`src/rtl/pipe_stage_regs.sv`:
```
// F->D->E->M pipeline register bank that obeys the hazard unit's stall/flush,
// plus saturating stall/flush event counters for performance debug.
module pipe_stage_regs #(
    parameter int unsigned PC_W  = 32,
    parameter int unsigned CNT_W = 16
) (
    input  logic             clk,
    input  logic             reset,
    input  logic [31:0]      instrF,
    input  logic [PC_W-1:0]  pcF,
    input  logic [3:0]       rsD_in,
    input  logic [3:0]       rtD_in,
    input  logic [3:0]       rdD_in,
    input  logic             loadD,
    input  logic             regWriteD,
    input  logic             branchD,
    input  logic             takenE,
    input  logic             stall,
    input  logic             flush,
    output logic             stallF,
    output logic [31:0]      instrD,
    output logic [PC_W-1:0]  pcD,
    output logic [3:0]       rsD,
    output logic [3:0]       rtD,
    output logic [3:0]       rsE,
    output logic [3:0]       rtE,
    output logic [3:0]       destRegE,
    output logic             loadE,
    output logic [3:0]       rdM,
    output logic             writeM,
    output logic             branch_M,
    output logic [CNT_W-1:0] stall_cnt,
    output logic [CNT_W-1:0] flush_cnt
);

    // F/D
    logic [31:0]      fd_instr_q, fd_instr_d;
    logic [PC_W-1:0]  fd_pc_q, fd_pc_d;
    logic             fd_valid_q, fd_valid_d;
    // D/E
    logic [3:0]       de_rs_q, de_rs_d, de_rt_q, de_rt_d, de_rd_q, de_rd_d;
    logic             de_load_q, de_load_d, de_write_q, de_write_d;
    logic             de_branch_q, de_branch_d, de_valid_q, de_valid_d;
    // E/M
    logic [3:0]       em_rd_q, em_rd_d;
    logic             em_write_q, em_write_d, em_branch_q, em_branch_d;
    logic             em_taken_q, em_taken_d, em_valid_q, em_valid_d;
    // counters
    logic [CNT_W-1:0] stall_cnt_q, stall_cnt_d, flush_cnt_q, flush_cnt_d;

    logic stall_only;
    assign stall_only = stall & ~flush;

    always_comb begin
        fd_instr_d  = fd_instr_q;
        fd_pc_d     = fd_pc_q;
        fd_valid_d  = fd_valid_q;
        de_rs_d     = '0;
        de_rt_d     = '0;
        de_rd_d     = '0;
        de_load_d   = 1'b0;
        de_write_d  = 1'b0;
        de_branch_d = 1'b0;
        de_valid_d  = 1'b0;
        em_rd_d     = '0;
        em_write_d  = 1'b0;
        em_branch_d = 1'b0;
        em_taken_d  = 1'b0;
        em_valid_d  = 1'b0;

        if (flush) begin
            // Every younger stage is wrong-path: all three load bubbles.
            fd_instr_d = '0;
            fd_pc_d    = '0;
            fd_valid_d = 1'b0;
        end else begin
            em_rd_d     = de_rd_q;
            em_write_d  = de_write_q;
            em_branch_d = de_branch_q;
            em_taken_d  = takenE & de_valid_q;
            em_valid_d  = de_valid_q;
            if (!stall) begin
                // Decoded fields are qualified so a bubble never looks like a hazard.
                de_rs_d     = fd_valid_q ? rsD_in : 4'd0;
                de_rt_d     = fd_valid_q ? rtD_in : 4'd0;
                de_rd_d     = fd_valid_q ? rdD_in : 4'd0;
                de_load_d   = loadD & fd_valid_q;
                de_write_d  = regWriteD & fd_valid_q;
                de_branch_d = branchD & fd_valid_q;
                de_valid_d  = fd_valid_q;
                fd_instr_d  = instrF;
                fd_pc_d     = pcF;
                fd_valid_d  = 1'b1;
            end
        end
    end

    always_comb begin
        stall_cnt_d = stall_cnt_q;
        flush_cnt_d = flush_cnt_q;
        if (stall_only && (stall_cnt_q != {CNT_W{1'b1}})) begin
            stall_cnt_d = stall_cnt_q + CNT_W'(1);
        end
        if (flush && (flush_cnt_q != {CNT_W{1'b1}})) begin
            flush_cnt_d = flush_cnt_q + CNT_W'(1);
        end
    end

    always_ff @(posedge clk) begin
        if (reset) begin
            fd_instr_q  <= '0;
            fd_pc_q     <= '0;
            fd_valid_q  <= 1'b0;
            de_rs_q     <= '0;
            de_rt_q     <= '0;
            de_rd_q     <= '0;
            de_load_q   <= 1'b0;
            de_write_q  <= 1'b0;
            de_branch_q <= 1'b0;
            de_valid_q  <= 1'b0;
            em_rd_q     <= '0;
            em_write_q  <= 1'b0;
            em_branch_q <= 1'b0;
            em_taken_q  <= 1'b0;
            em_valid_q  <= 1'b0;
            stall_cnt_q <= '0;
            flush_cnt_q <= '0;
        end else begin
            fd_instr_q  <= fd_instr_d;
            fd_pc_q     <= fd_pc_d;
            fd_valid_q  <= fd_valid_d;
            de_rs_q     <= de_rs_d;
            de_rt_q     <= de_rt_d;
            de_rd_q     <= de_rd_d;
            de_load_q   <= de_load_d;
            de_write_q  <= de_write_d;
            de_branch_q <= de_branch_d;
            de_valid_q  <= de_valid_d;
            em_rd_q     <= em_rd_d;
            em_write_q  <= em_write_d;
            em_branch_q <= em_branch_d;
            em_taken_q  <= em_taken_d;
            em_valid_q  <= em_valid_d;
            stall_cnt_q <= stall_cnt_d;
            flush_cnt_q <= flush_cnt_d;
        end
    end

    // stallF is the only output allowed a combinational path from stall/flush.
    assign stallF    = stall_only & ~reset;
    assign instrD    = fd_instr_q;
    assign pcD       = fd_pc_q;
    assign rsD       = fd_valid_q ? rsD_in : 4'd0;
    assign rtD       = fd_valid_q ? rtD_in : 4'd0;
    assign rsE       = de_rs_q;
    assign rtE       = de_rt_q;
    assign destRegE  = de_rd_q;
    assign loadE     = de_load_q & de_valid_q;
    assign rdM       = em_rd_q;
    assign writeM    = em_write_q & em_valid_q;
    assign branch_M  = em_valid_q & em_branch_q & em_taken_q;
    assign stall_cnt = stall_cnt_q;
    assign flush_cnt = flush_cnt_q;

endmodule

```
`config.mk`:
```
export PLATFORM = sky130hd
export DESIGN_NAME = pipe_stage_regs
export DESIGN_NICKNAME = d
export VERILOG_FILES = /design/src/rtl/pipe_stage_regs.sv
export SDC_FILE = /design/constraint.sdc
export NUM_CORES = 1
export LEC_CHECK = 0
export ABC_AREA = 0
export BUFFER_PORTS_ARGS = -buffer_cell sky130_fd_sc_hd__buf_4
export CORE_ASPECT_RATIO = 0.6
export CORE_MARGIN = 2
export CORE_UTILIZATION = 50
export DETAILED_ROUTE_END_ITERATION = 12
export PLACE_DENSITY = 0.84
export SETUP_SLACK_MARGIN = 0.5
export SLEW_MARGIN = 20
export SYNTH_ARGS = -nofsm -noshare
export SYNTH_HDL_FRONTEND = slang
export SYNTH_SLANG_ARGS = --single-unit
```
`constraint.sdc`:
```
create_clock -name clk -period 3.93 [get_ports clk]
set_input_delay 0.786 -clock clk [delete_from_list [all_inputs] [get_ports clk]]
set_output_delay 0.786 -clock clk [all_outputs]
set_load 0.02 [all_outputs]
```
==> flow_summary.rst <==
.. list-table::
   :header-rows: 1

   * - Metric
     - Value
   * - Outcome
     - completed
   * - Fraction of synthesis flops using an asynchronous set or reset pin
     - 0
   * - Hold Path Depth
     - 1
   * - HP Class
     - reg -> reg
   * - Final Slew Violations
     - 0
   * - Number of violations reported at the end of detailed-routing iteration 0
     - 348
   * - Number of sinks handled by clock tree synthesis
     - 121
   * - Count of maximum capacitance violations
     - 0
   * - Core footprint
     - 9090 um^2
   * - Top cell types by occurrence after synthesis
     - dfxtp_1, nor2_1, mux2i_1
   * - Pin slew with the least headroom to its limit
     - 1020 ps
   * - Fraction of layout cells with a size suffix above 1
     - 0.368
   * - Mean Syn Cell Area
     - 9.89 um^2
   * - Register cell area after layout
     - 2420 um^2
   * - Peak supply drop
     - 0.389 mV
   * - Standard-cell rows
     - 27
   * - Resized Gates After CTS
     - 0
   * - Final min period
     - 2600 ps
   * - Global-route wire length before repair
     - 20,100 um
   * - Number of failing hold endpoints at the final stage
     - 0
   * - Highest achievable clock rate
     - 384 MHz
   * - Die W
     - 128 um
   * - Area share of the largest cell type after synthesis
     - 0.525
   * - Post-Synthesis Net Count
     - 553
   * - Estimated wirelength of the detail-placed design
     - 9340 um
   * - Startpoint of the tightest hold check path
     - de_write_q
   * - Via count normalized by instance count
     - 5.32
   * - Worst Hold Path EP
     - em_write_q
   * - Tot Pwr
     - 0.00302 W
   * - Residual overflow from global routing
     - 0
   * - Worst reg2reg path endpoint
     - stall_cnt[15]
   * - Clock Pin Slew Worst Setup and Hold Paths
     - 50 ps
   * - Die Span Y
     - 78.4 um
   * - Pin count of the biggest net entering global routing
     - 63
   * - Port-buffer cells
     - 207
   * - Via count
     - 4,274
   * - Layout overhead on the synthesized area
     - 48.0%
   * - CTS HTree Levels
     - 4
   * - CTS tree
     - built
   * - Final Cycle Share
     - 0.662
   * - Worst reg2reg path depth
     - 5
   * - Via count of the first global-routing pass
     - 4,176
   * - Global Route Usage Sum
     - 0.255
   * - CTS root buf
     - clkbuf_16
   * - Dominant synthesized flop cell
     - dfxtp_1
   * - Element type at the critical path start
     - input pin
   * - I/O pin cnt
     - 208
   * - Number of buffers added for setup after CTS
     - 0
   * - Leakage component of the power
     - 3.14 nW
   * - Critical Path End Type
     - output port
   * - Share of synthesized area occupied by flip-flops and latches
     - 0.525
   * - Number of design rule violations left after detail routing
     - 0
   * - Dominant cells by area after synthesis
     - dfxtp_1, mux2i_1, nor2_1
   * - Worst Path Max Fanout
     - 35
   * - First-pass DRT Iterations
     - 5
   * - Reg-to-reg slack, setup
     - 1830 ps
   * - Num CTS Buffers
     - 17
   * - Number of synthesized flops with an enable pin
     - 0
   * - Final-layout worst hold slack
     - 432 ps
   * - Buffer levels on the longest clock path
     - 2
   * - Hold-fix buffers, CTS
     - 0
   * - Warnings, synthesis
     - 0
   * - Antenna diode instance count
     - 0
   * - Arrival time of the worst setup path
     - 1820 ps
   * - Relative slew slack
     - 0.317
   * - Count of filler cells inserted in the layout
     - 640
   * - Final RePlAce weighted congestion
     - 0.901
   * - Number of antenna violations at the first check in global routing
     - 0
   * - Path type of the worst setup path
     - in -> out
   * - Aggregate routed wire length
     - 12,900 um
   * - Per-cell routed wire length
     - 16.1 um
   * - Most instantiated library cell after synthesis
     - dfxtp_1
   * - Count of state elements after synthesis
     - 121
   * - Source-to-sink clock delay at the later pin of the worst-skew pair
     - 400 ps
   * - Effective utilization at floorplan
     - 0.508
   * - Area of combinational cells with multiple inputs
     - 2100 um^2
   * - Final #Nets
     - 760
   * - Setup Skew
     - 4.12 ps
   * - Post-route ant nets
     - 0
   * - Setup repair after global routing missed its margin
     - no
   * - Combined area of all synthesized cells
     - 4620 um^2
   * - Layout Utilization
     - 0.752
   * - Setup TNS
     - 0 ps
   * - Reg2reg start
     - stall_cnt[1]
   * - Distinct cell type count of the synthesized netlist
     - 39
   * - Yosys top cell by area
     - dfxtp_1
   * - WP data required
     - 3140 ps
   * - Power density of the placed cells
     - 442 nW/um^2
   * - Cell count after synthesis
     - 467
   * - Endpoints failing setup
     - 0
   * - Total Die Area
     - 10,000 um^2
==> critical path: stages <==
cell,delay [ps]
buf_4,230
nor2_1,430
and2_1,220
buf_4,150
==> logic make-up (layout without fill, tap and decap cells) <==
group / Yosys count / after routing / share of synthesized area
AOI/OAI and AO/OA: 52 / 52 / 0.0721
muxes: 70 / 70 / 0.153
DFF: 121 / 121 / 0.525
xor gates and xnor gates: 1 / 1 / 0.00190
adders and majority gates: 2 / 2 / 0.00542
and+or+nand+nor: 195 / 195 / 0.221
buffers and inverters: 26 / 246 / 0.0230
==> placed cells by master, fill, tap and decap left out, types with 2 or more instances in the layout <==
cell / count
ha_1: 2
mux2i_1: 67
mux2_2: 3
nor4_1: 4
or3_1: 8
nand4_1: 8
and3_1: 5
o21ai_0: 8
dfxtp_1: 121
and2_1: 34
a21oi_1: 19
clkinv_4: 2
and4_1: 4
o41ai_1: 3
bufinv_16: 2
nand3_1: 11
nor2b_1: 5
o311ai_0: 3
o31ai_1: 12
clkinv_2: 4
buf_4: 210
clkinvlp_4: 5
inv_6: 2
inv_1: 4
or2_2: 5
or4_1: 9
clkbuf_16: 17
nand2_1: 18
nor3_1: 5
nor2_1: 73
==> per-layer routing <==
metal | vias up | part of all wire | GRT usage | routed length, um
met4 | 0 | 0.022 | 0.0967 | 282
met3 | 29 | 0.077 | 0.0920 | 1000
met2 | 174 | 0.48 | 0.426 | 6240
met5 | - | 0 | 0 | 0
met1 | 2000 | 0.42 | 0.302 | 5420
li1 | 2071 | - | - | -
==> power by group <==
| group | total (W) | switching (W) | internal (W) |
|---|---|---|---|
| clock network | 0.00150 | 0.000565 | 0.000932 |
| logic | 0.000254 | 0.000124 | 0.000130 |
| registers | 0.00127 | 0.0000178 | 0.00125 |
==> cell type report <==
type	instances	area share
Clock inverter	15	0.0223
Clock buffer	17	0.0622
Sequential cell	121	0.354
Inverter	4	0.00220
Multi-Input combinational cell	320	0.307
Timing Repair Buffer	210	0.231
Tap cell	116	0.0212
==> through the flow <==
step                area (um^2)  std cells  setup WS (ps)
CTS                        6830        803           1340
floorplan                  4620        467           1300
detailed placement         6250        771           1350
global route               6840        803           1260
global placement           6250        771           1390
finish                     6840        803           1330
==> state kept, by name, indices dropped and copies added (netlist names) <==
name and cells:
stall_cnt 16, flush_cnt 16, instrD 32, em_write_q 1, de_valid_q 1, destRegE 4, pcD 32, de_load_q 1
de_branch_q 1, rsE 4, em_valid_q 1, de_write_q 1, rtE 4, em_branch_q 1, em_taken_q 1, rdM 4
fd_valid_q 1
==> worst max path at each step <==
stage | start | to | slack, ps | depth (start not counted)
2_1_floorplan | stall | stallF | 1300 | 4
3_3_place_gp | reset | stallF | 1390 | 4
3_5_place_dp | reset | stallF | 1350 | 4
4_1_cts | reset | stallF | 1340 | 4
5_1_grt | reset | stallF | 1260 | 4
6_report | reset | stallF | 1330 | 4
Note: power is estimated with default switching activity, not from simulation.
